$ cat src/rtl/i2c_write_sequencer.sv
// Command FIFO and retry sequencer that feeds single-byte writes to an i2c_master.
// Commands retire in order; NACKs retry after a backoff gap, and final failures are reported.
module i2c_write_sequencer #(
    parameter int unsigned DEPTH       = 8,
    parameter int unsigned MAX_RETRY   = 2,
    parameter int unsigned BACKOFF_CYC = 1000,
    parameter int unsigned START_TMO   = 15
) (
    input  logic                   clk,
    input  logic                   rst_n,
    input  logic                   cmd_valid_i,
    output logic                   cmd_ready_o,
    input  logic [6:0]             cmd_addr_i,
    input  logic [7:0]             cmd_data_i,
    input  logic                   flush_i,
    output logic                   m_start_o,
    output logic [6:0]             m_slave_addr_o,
    output logic [7:0]             m_data_o,
    input  logic                   m_busy_i,
    input  logic                   m_done_i,
    input  logic [1:0]             m_error_i,
    output logic [$clog2(DEPTH):0] fifo_count_o,
    output logic                   idle_o,
    output logic                   err_valid_o,
    output logic [1:0]             err_code_o,
    output logic [6:0]             err_addr_o,
    output logic [7:0]             err_data_o,
    output logic [15:0]            cmpl_count_o
);
    localparam int unsigned AW   = $clog2(DEPTH);
    localparam int unsigned CW   = AW + 1;
    localparam int unsigned TMAX = (BACKOFF_CYC > START_TMO) ? BACKOFF_CYC : START_TMO;
    localparam int unsigned TW   = $clog2(TMAX + 1);
    localparam int unsigned RW   = $clog2(MAX_RETRY + 2);

    typedef enum logic [2:0] {
        StIdle, StIssue, StWaitBusy, StWaitEnd, StBackoff, StRetireOk, StRetireFail
    } state_e;

    state_e        state_q, state_d;
    logic [14:0]   mem_q [DEPTH];
    logic [CW-1:0] wr_q, rd_q, count;
    logic [TW-1:0] timer_q, timer_d;
    logic [RW-1:0] retry_q;
    logic [1:0]    code_q, code_d;
    logic          done_seen_q, flush_seen_q;
    logic          push, pop, in_flight, flush_hit;
    logic [14:0]   head;

    // Pointers carry one wrap bit so full and empty are distinguishable.
    assign count     = wr_q - rd_q;
    assign head      = mem_q[rd_q[AW-1:0]];
    assign flush_hit = flush_seen_q | flush_i;

    always_ff @(posedge clk or negedge rst_n) begin
        if (!rst_n) begin
            state_q <= StIdle;
        end else begin
            state_q <= state_d;
        end
    end

    always_comb begin
        state_d = state_q;
        timer_d = '0;
        code_d  = code_q;
        case (state_q)
            StIdle: begin
                if (count != '0 && !flush_i) state_d = StIssue;
            end
            StIssue: state_d = StWaitBusy;
            StWaitBusy: begin
                if (m_busy_i) begin
                    state_d = StWaitEnd;
                end else if (timer_q == TW'(START_TMO - 1)) begin
                    state_d = StRetireFail;
                    code_d  = 2'd3;
                end else begin
                    timer_d = timer_q + 1'b1;
                end
            end
            StWaitEnd: begin
                if (!m_busy_i) begin
                    if (m_error_i == 2'd3) begin
                        state_d = StRetireFail;
                        code_d  = 2'd3;
                    end else if (m_error_i != 2'd0) begin
                        code_d  = m_error_i;
                        state_d = (retry_q < RW'(MAX_RETRY) && !flush_hit) ? StBackoff
                                                                           : StRetireFail;
                    end else if (done_seen_q || m_done_i) begin
                        state_d = StRetireOk;
                    end else begin
                        state_d = StRetireFail;
                        code_d  = 2'd3;
                    end
                end
            end
            StBackoff: begin
                if (flush_i) begin
                    state_d = StRetireFail;
                end else if (timer_q == TW'(BACKOFF_CYC - 1)) begin
                    state_d = StIssue;
                end else begin
                    timer_d = timer_q + 1'b1;
                end
            end
            StRetireOk:   state_d = StIdle;
            StRetireFail: state_d = StIdle;
            default:      state_d = StIdle;
        endcase
    end

    always_comb begin
        m_start_o      = (state_q == StIssue);
        err_valid_o    = (state_q == StRetireFail);
        pop            = (state_q == StRetireOk) || (state_q == StRetireFail);
        in_flight      = (state_q != StIdle);
        idle_o         = (state_q == StIdle) && (count == '0);
        cmd_ready_o    = (count != CW'(DEPTH));
        push           = cmd_valid_i && cmd_ready_o && !flush_i;
        fifo_count_o   = count;
        m_slave_addr_o = head[14:8];
        m_data_o       = head[7:0];
    end

    always_ff @(posedge clk or negedge rst_n) begin
        if (!rst_n) begin
            for (int i = 0; i < int'(DEPTH); i++) mem_q[i] <= '0;
        end else if (push) begin
            mem_q[wr_q[AW-1:0]] <= {cmd_addr_i, cmd_data_i};
        end
    end

    always_ff @(posedge clk or negedge rst_n) begin
        if (!rst_n) begin
            wr_q         <= '0;
            rd_q         <= '0;
            timer_q      <= '0;
            retry_q      <= '0;
            code_q       <= '0;
            done_seen_q  <= 1'b0;
            flush_seen_q <= 1'b0;
            cmpl_count_o <= '0;
            err_code_o   <= '0;
            err_addr_o   <= '0;
            err_data_o   <= '0;
        end else begin
            rd_q    <= rd_q + {{AW{1'b0}}, pop};
            timer_q <= timer_d;
            code_q  <= code_d;
            // Flush keeps only the in-flight head entry, if any.
            if (flush_i) begin
                wr_q <= rd_q + {{AW{1'b0}}, in_flight};
            end else if (push) begin
                wr_q <= wr_q + {{AW{1'b0}}, 1'b1};
            end
            if (state_q == StWaitEnd && state_d == StBackoff) begin
                retry_q <= retry_q + 1'b1;
            end else if (pop || state_q == StIdle) begin
                retry_q <= '0;
            end
            if (state_q == StIssue) begin
                done_seen_q <= 1'b0;
            end else if (m_done_i) begin
                done_seen_q <= 1'b1;
            end
            if (pop || state_q == StIdle) begin
                flush_seen_q <= 1'b0;
            end else if (flush_i) begin
                flush_seen_q <= 1'b1;
            end
            if (state_q == StRetireOk) cmpl_count_o <= cmpl_count_o + 16'd1;
            if (state_d == StRetireFail && state_q != StRetireFail) begin
                err_code_o <= code_d;
                err_addr_o <= head[14:8];
                err_data_o <= head[7:0];
            end
        end
    end
endmodule

$ cat config.mk
export PLATFORM = sky130hd
export DESIGN_NAME = i2c_write_sequencer
export DESIGN_NICKNAME = d
export VERILOG_FILES = /design/src/rtl/i2c_write_sequencer.sv
export SDC_FILE = /design/constraint.sdc
export NUM_CORES = 1
export LEC_CHECK = 0
export ABC_AREA = 1
export CAP_MARGIN = 20
export CORE_UTILIZATION = 45
export DETAILED_ROUTE_END_ITERATION = 10
export PLACE_DENSITY = 0.67
export SLEW_MARGIN = 30
export SYNTH_ARGS = -nofsm -noshare
export SYNTH_HDL_FRONTEND = slang
export SYNTH_SLANG_ARGS = --single-unit
$ cat constraint.sdc
create_clock -name clk -period 2.4 [get_ports clk]
set_clock_uncertainty 0.05 [all_clocks]
set_input_delay 0.24 -clock clk [delete_from_list [all_inputs] [get_ports clk]]
set_output_delay 0.24 -clock clk [all_outputs]
set_load 0.02 [all_outputs]
# Word-level counts from Yosys, hierarchy flattened

Cells that the tools add are included.

Input bits: 23
Latch bits: 0
Logic and storage cells: 106
Register bits: 180
Memory bits (read-only): 0
RAM bits: 0
Memories kept: 0

Order comparisons: 4
Shift-type cells: 0
Reductions and logical operators: 22
Multiply operators: 0
Mux-type cells: 37
$add $sub $neg: 7
Divide/modulo/power cells: 0
Bitwise gates (word level): 3
Eq/ne operators: 13

Operator list:

| operator              | count |
|---|---|
| $bwmux 120            | 1 |
| $bmux 15 s3           | 1 |
| $demux 15 s3          | 1 |
| $mux 15               | 3 |
| $mux 10               | 4 |
| $mux 2                | 12 |
| $pmux 10 s2           | 1 |
| $mux 3                | 6 |
| $add 16x1->16 const B | 1 |
| $eq 3x3->1 const B    | 5 |
| $pmux 3 s5            | 1 |
| $add 10x1->10 const B | 1 |
| $eq 10x10->1 const B  | 1 |
| $eq 10x4->1 const B   | 1 |
| $reduce_bool 2->1     | 5 |
| $add 4x1->4           | 2 |
| $ge 4x4->1 const B    | 2 |
| $logic_and 1x1->1     | 8 |
| $mux 4                | 2 |
| $not 3->4             | 2 |
| $eq 3x2->1 const B    | 2 |
| $add 4x1->4 const B   | 1 |
| $logic_not 4->1       | 1 |
| $lt 4x1->1 const B    | 1 |
| other kinds (15)      | 21 |

# Longest topological paths before layout

Word-level depth: 11
Depth in mapped cells: 15

# Worst setup path before layout

OpenSTA, ideal clock, no wires.

Kind: register to register
From: reg rd_q[1]
To: reg mem_q[112] (netlist name)
Data arrival time: 2,635 ps
Required time: 2,227 ps
Library setup time: 123 ps
Cell stages (with the launch flop): 14
Slack: -408 ps
Cells stage by stage: dfrtp_1 > buf_2 > inv_1 > clkbuf_1 > fa_1 > or2_0 > nor2_1 > nand2_4 > nand3_4 > buf_6 > nor2_4 > buf_4 > nand2_1 > nand2_1

Word-level cells in the longest chain between the ends: 4

RTL lines:

| element                        | line | source |
|---|---|---|
| start: declaration             | 42   | `logic [CW-1:0] wr_q, rd_q, count;` |
| start signal: assignment       | 149  | `rd_q <= rd_q + {{AW{1'b0}}, pop};` |
| $sub 4x4->4                    | 51   | `assign count = wr_q - rd_q;` |
| named net fifo_count_o[1]      | 22   | `output logic [$clog2(DEPTH):0] fifo_count_o,` |
| $ne 4x4->1                     | 120  | `cmd_ready_o = (count != CW'(DEPTH));` |
| named net cmd_ready_o          | 12   | `output logic cmd_ready_o,` |
| $logic_and 1x1->1 (2 in a row) | 121  | `push = cmd_valid_i && cmd_ready_o && !flush_i;` |
| end signal: indexed assignment | 131  | `mem_q[wr_q[AW-1:0]] <= {cmd_addr_i, cmd_data_i};` |
| end: declaration               | 41   | `logic [14:0] mem_q [DEPTH];` |

The timed path passes the listed nets, and every way through them passes these cells.
A chain may end at the register's enable or synchronous reset.

# Final worst setup path

From: reg rd_q[0]
To: out cmd_ready_o

Word-level cells in the longest chain between the ends: 2

RTL lines:

| element          | line |
|---|---|
| $sub 4x4->4      | 51 |
| $ne 4x4->1       | 120 |
| end: declaration | 12 |

Every way passes these cells.

==> results.md <==
- The worst endpoint required time is about 2.1 ns.
- The initial utilization of the core area, before any placement, comes to 0.466.
- The initial antenna violation count is 0.
- Counting cells, the worst reg-to-reg path comes to 13.
- For the pin with the worst max-slew slack, the measured transition is 0.575 ns.
- The final count of negative-setup-slack endpoints is just over 90.
- After synthesis the netlist holds a flip-flop and latch count of 180.
- The remaining antenna violation count after routing is 0.
- The critical path in this run is classified as register to output port.
- After technology mapping, the gate count stands at 1,087.
- Power spread over the standard cell area amounts to between 1000 and 1500 nW/um^2.
- The design draws between 0.015 and 0.02 W.
- The final layout contains approximately 1,300 nets.
- Setup repair after global routing could not meet its margin everywhere.
- The area growth from synthesis to layout is 36.3%.
- The final critical delay including setup and external delays is between 2 and 3 ns.
- STA puts the critical path data arrival time at 2.24 ns.
- Counting every net in the synthesized netlist gives roughly 1,100.
- The analysis attributes to cell leakage a power of 5.67 nW.
- Of the total power, registers draw 0.285.
- The I/O pin total is 79.
- In this run, CTS created clock tree buffers numbering 17.
- After detailed routing, the total wire length is 27.4 mm.
- The fraction of the yosys area taken by sequential cells is 0.509.
- The share of async-settable or async-resettable flops after synthesis is 1.00.
- In this run the mean area of a mapped cell was 8.15 sq um.
- The H-tree was split into 4 levels.
- The count of cell instances traversed by the critical path is 8.
- The share of cells above drive strength 1 is 0.246.
- The cell occurring most often along the worst timing path is buf_6.
- The post-detailed-route wirelength per cell is 18.4 microns.
- The via count of the first global-routing pass is around 7,500.
- The ratio of final minimum period to clock period is 1.05.
- The flip-flop cell with the highest count after synthesis is dfrtp_1.
- The share of synthesized area in the top cell type comes to 0.509.
- The cell at the slowest stage of the critical path is dfrtp_2.
- Global routing finished with a remaining overflow of 0.
- For this run, the detailed router's first-pass iteration total came to 5.
- Of all nets on the critical path, the largest fanout is 3.
- The final reports fail on negative setup slack.
- The final estimated routing congestion in global placement is roughly 0.86.
- The number of diodes added for antenna fixing is 0.
- Across the VDD grid, the largest voltage drop is just under 0.7 mV.
- After synthesis the cells add up to around 8900 sq um.
- The clock tree from TritonCTS is built.
- The clock-pin slew reported for the worst setup and hold paths after clock tree synthesis is about 0.070 ns.
- The number of buffer cells added on primary ports is 78.
- STA classifies the critical path startpoint as a register.
- The clock insertion delay at the later pin of the skew report is around 0.44 ns.
- The chip width is approximately 140 microns.
- The worst setup path is captured at an output port.
- The setup slack after layout is -0.130 ns.
- The fraction of power spent switching nets is 0.425.
- The unique cell type count in the Yosys netlist is between 40 and 50.
- The internal power is a little under 0.01 W.
- The number of flops mapped to enable cells by yosys is 0.
- The overall via count from detail_route is 8,151.
- Yosys attributes the largest share of cell area to dfrtp_1, nand2_1, o21ai_0.
- The number of rows in the core area is 50.
- The number of pins exceeding their max-slew limit in the final report is 0.
- The count of unresolved DRC violations after routing is 0.
- The share of total power dissipated in combinational logic is 0.547.
- The biggest area contributor in the post-synthesis netlist is dfrtp_1.
- Counting both buffers and inverters, the worst setup path holds a total of 3.
- The fmax is 0.395 GHz.
- Of the total power, the clock network draws 0.167.
- The number of warnings issued by yosys is 0.
- The pin count of the biggest net entering global routing is 57.
- The analysis attributes to net switching a power of around 0.0072 W.
- The core region is 19,000 sq um.
- For this block, the initial DRC count from the detailed router was approximately 740.
- The tool flagged a number of max-cap violations equal to 0.
- The wire length of the first global-routing pass is around 40 mm.
- The cell family contributing the most delay on the critical path is adder cells.
- The number of vias per cell is around 5.5.
- The full die area is a little over 20,000 sq um.
- The cell at the root of the clock tree is clkbuf_16.
- The clock drives between 150 and 200 sinks.
- The flow ran to the end, but the final reports show violations.
- The utilization of the core after routing is 0.635.
- The global-route total usage across every layer is 0.255.
- The delay of the slowest critical-path stage is around 0.43 ns.
- The signal on the critical path passes through ha_4 > inv_4 > fa_2 > or2_4 > nor2_4 > nand2_4 > buf_6 > buf_6.
- The worst hold slack across all endpoints is about 0.28 ns.
- No sink is reached through more buffers than the 2 on the longest clock path.
- The count of fill cells added during filler insertion is 1,601.
- The y dimension of the die is roughly 140 microns.
- For the final routed database, the setup TNS stands at -4.79 ns.
- Detailed placement finished with a half-perimeter wire length of roughly 15 mm.
- The remaining max-slew budget at the tightest pin is 0.615.
- The worst hold path belongs to the class primary input to async pin.
- The number of failing hold endpoints at the final stage is 0.
[cell usage in the layout (no fill, tap or decap), types with 3 or more instances in the layout]
cell type and n:
buf_12 24, nand4_1 4, nand2_1 231, nor2_2 6, nand3_4 3, a21oi_2 9, buf_16 3, o21ai_2 20
dfrtp_1 179, nand2_4 11, xor2_1 14, inv_1 94, o21ai_0 95, nor2_1 43, buf_6 22, inv_2 7
nand2_2 50, clkinv_4 3, a31oi_1 10, o211ai_1 4, nor3_1 4, clkdlybuf4s50_1 57, xnor2_1 8, a21oi_1 51
nor2_4 14, nand3_2 4, nand3_1 44, a31oi_2 5, buf_4 62, o21ai_1 72, clkbuf_16 25, ha_1 10
a21oi_4 3
[per-layer routing]
layer	vias up	track usage	part of all wire
li1	3778	-	-
met1	3894	0.349	0.42
met2	395	0.410	0.46
met3	84	0.0478	0.093
met4	0	0.0775	0.031
met5	-	0	0
[what timing repair did]
action / CTS / global route
buffers inserted: 12 / 25
hold buffers: 1 / 0
endpoints found under the setup margin: 102 / 147
gates cloned: 4 / 11
hold endpoints to repair: 52 / 0
resized for setup: 126 / 232
pin swaps: 21 / 35
[final cells by class]
type	instances	area [sq um]	area share
clock buffer	18	439	0.0364
timing repair buffer	182	2110	0.174
tap	260	325	0.0270
sequential	180	4510	0.373
multi-input combinational	732	4110	0.341
clock inverter	13	151	0.0125
inverter	106	429	0.0356
[cell families after synthesis]
family                     Yosys count  synth area share
xor gates and xnor gates            24            0.0254
AOI/OAI and AO/OA                  273             0.158
muxes                                1           0.00127
adders and majority gates           12            0.0178
DFF                                180             0.509
and+or+nand+nor                    421             0.205
buffers and inverters              176            0.0834
[sequential cells by signal (all words and copies together) (netlist names), 3 cells and up]
name,cells
rd_q,4
cmpl_count_o,16
timer_q,10
err_data_o,8
wr_q,4
state_q,3
mem_q,120
err_addr_o,7
[power groups by stage]
stage / clock (W) / combinational [W] / sequential, W
5_1_grt: 0.00300 / 0.0101 / 0.00499
3_5_place_dp: 0 / 0.00745 / 0.00485
3_3_place_gp: 0 / 0.00733 / 0.00481
6_report: 0.00285 / 0.00931 / 0.00486
2_1_floorplan: 0 / 0.00418 / 0.00491
4_1_cts: 0.00286 / 0.00783 / 0.00480
[synthesized netlist by cell type (3+ instances only)]
cell type	instances
nand3_4	3
xor2_1	14
o211ai_1	4
nand4_1	4
clkbuf_1	25
buf_2	33
nand2_2	3
a31oi_1	16
nor3_1	4
clkinv_1	3
nor2_1	54
nand3_1	46
nand2_1	287
dfrtp_1	180
inv_1	99
buf_4	4
nor2_2	5
xnor2_1	8
o21ai_1	16
ha_1	11
a21oi_1	63
inv_2	4
nor2_4	3
clkbuf_2	5
o21ai_0	172
[through the flow]
| stage | worst slack, ns | cells | area, sq um |
|---|---|---|---|
| floorplan | 0.00123 | 1087 | 8900 |
| global placement | -0.310 | 1413 | 10200 |
| detailed placement | -0.294 | 1413 | 10200 |
| CTS | -0.213 | 1461 | 11100 |
| global route | -0.213 | 1491 | 12100 |
| finish | -0.130 | 1491 | 12100 |
[final timing paths]
| path | from | end | slack [ns] |
|---|---|---|---|
| max | rd_q[0] | cmd_ready_o | -0.13 |
| min | rst_n | timer_q[9] | 0.28 |
| max reg2reg | rd_q[0] | mem_q[74] | -0.12 |
| min reg2reg | timer_q[0] | timer_q[0] | 0.42 |
| max in group asynchronous | rst_n | mem_q[68] | 1.14 |
| min in group clk | timer_q[0] | timer_q[0] | 0.42 |
Note: power is estimated with default switching activity, not from simulation.
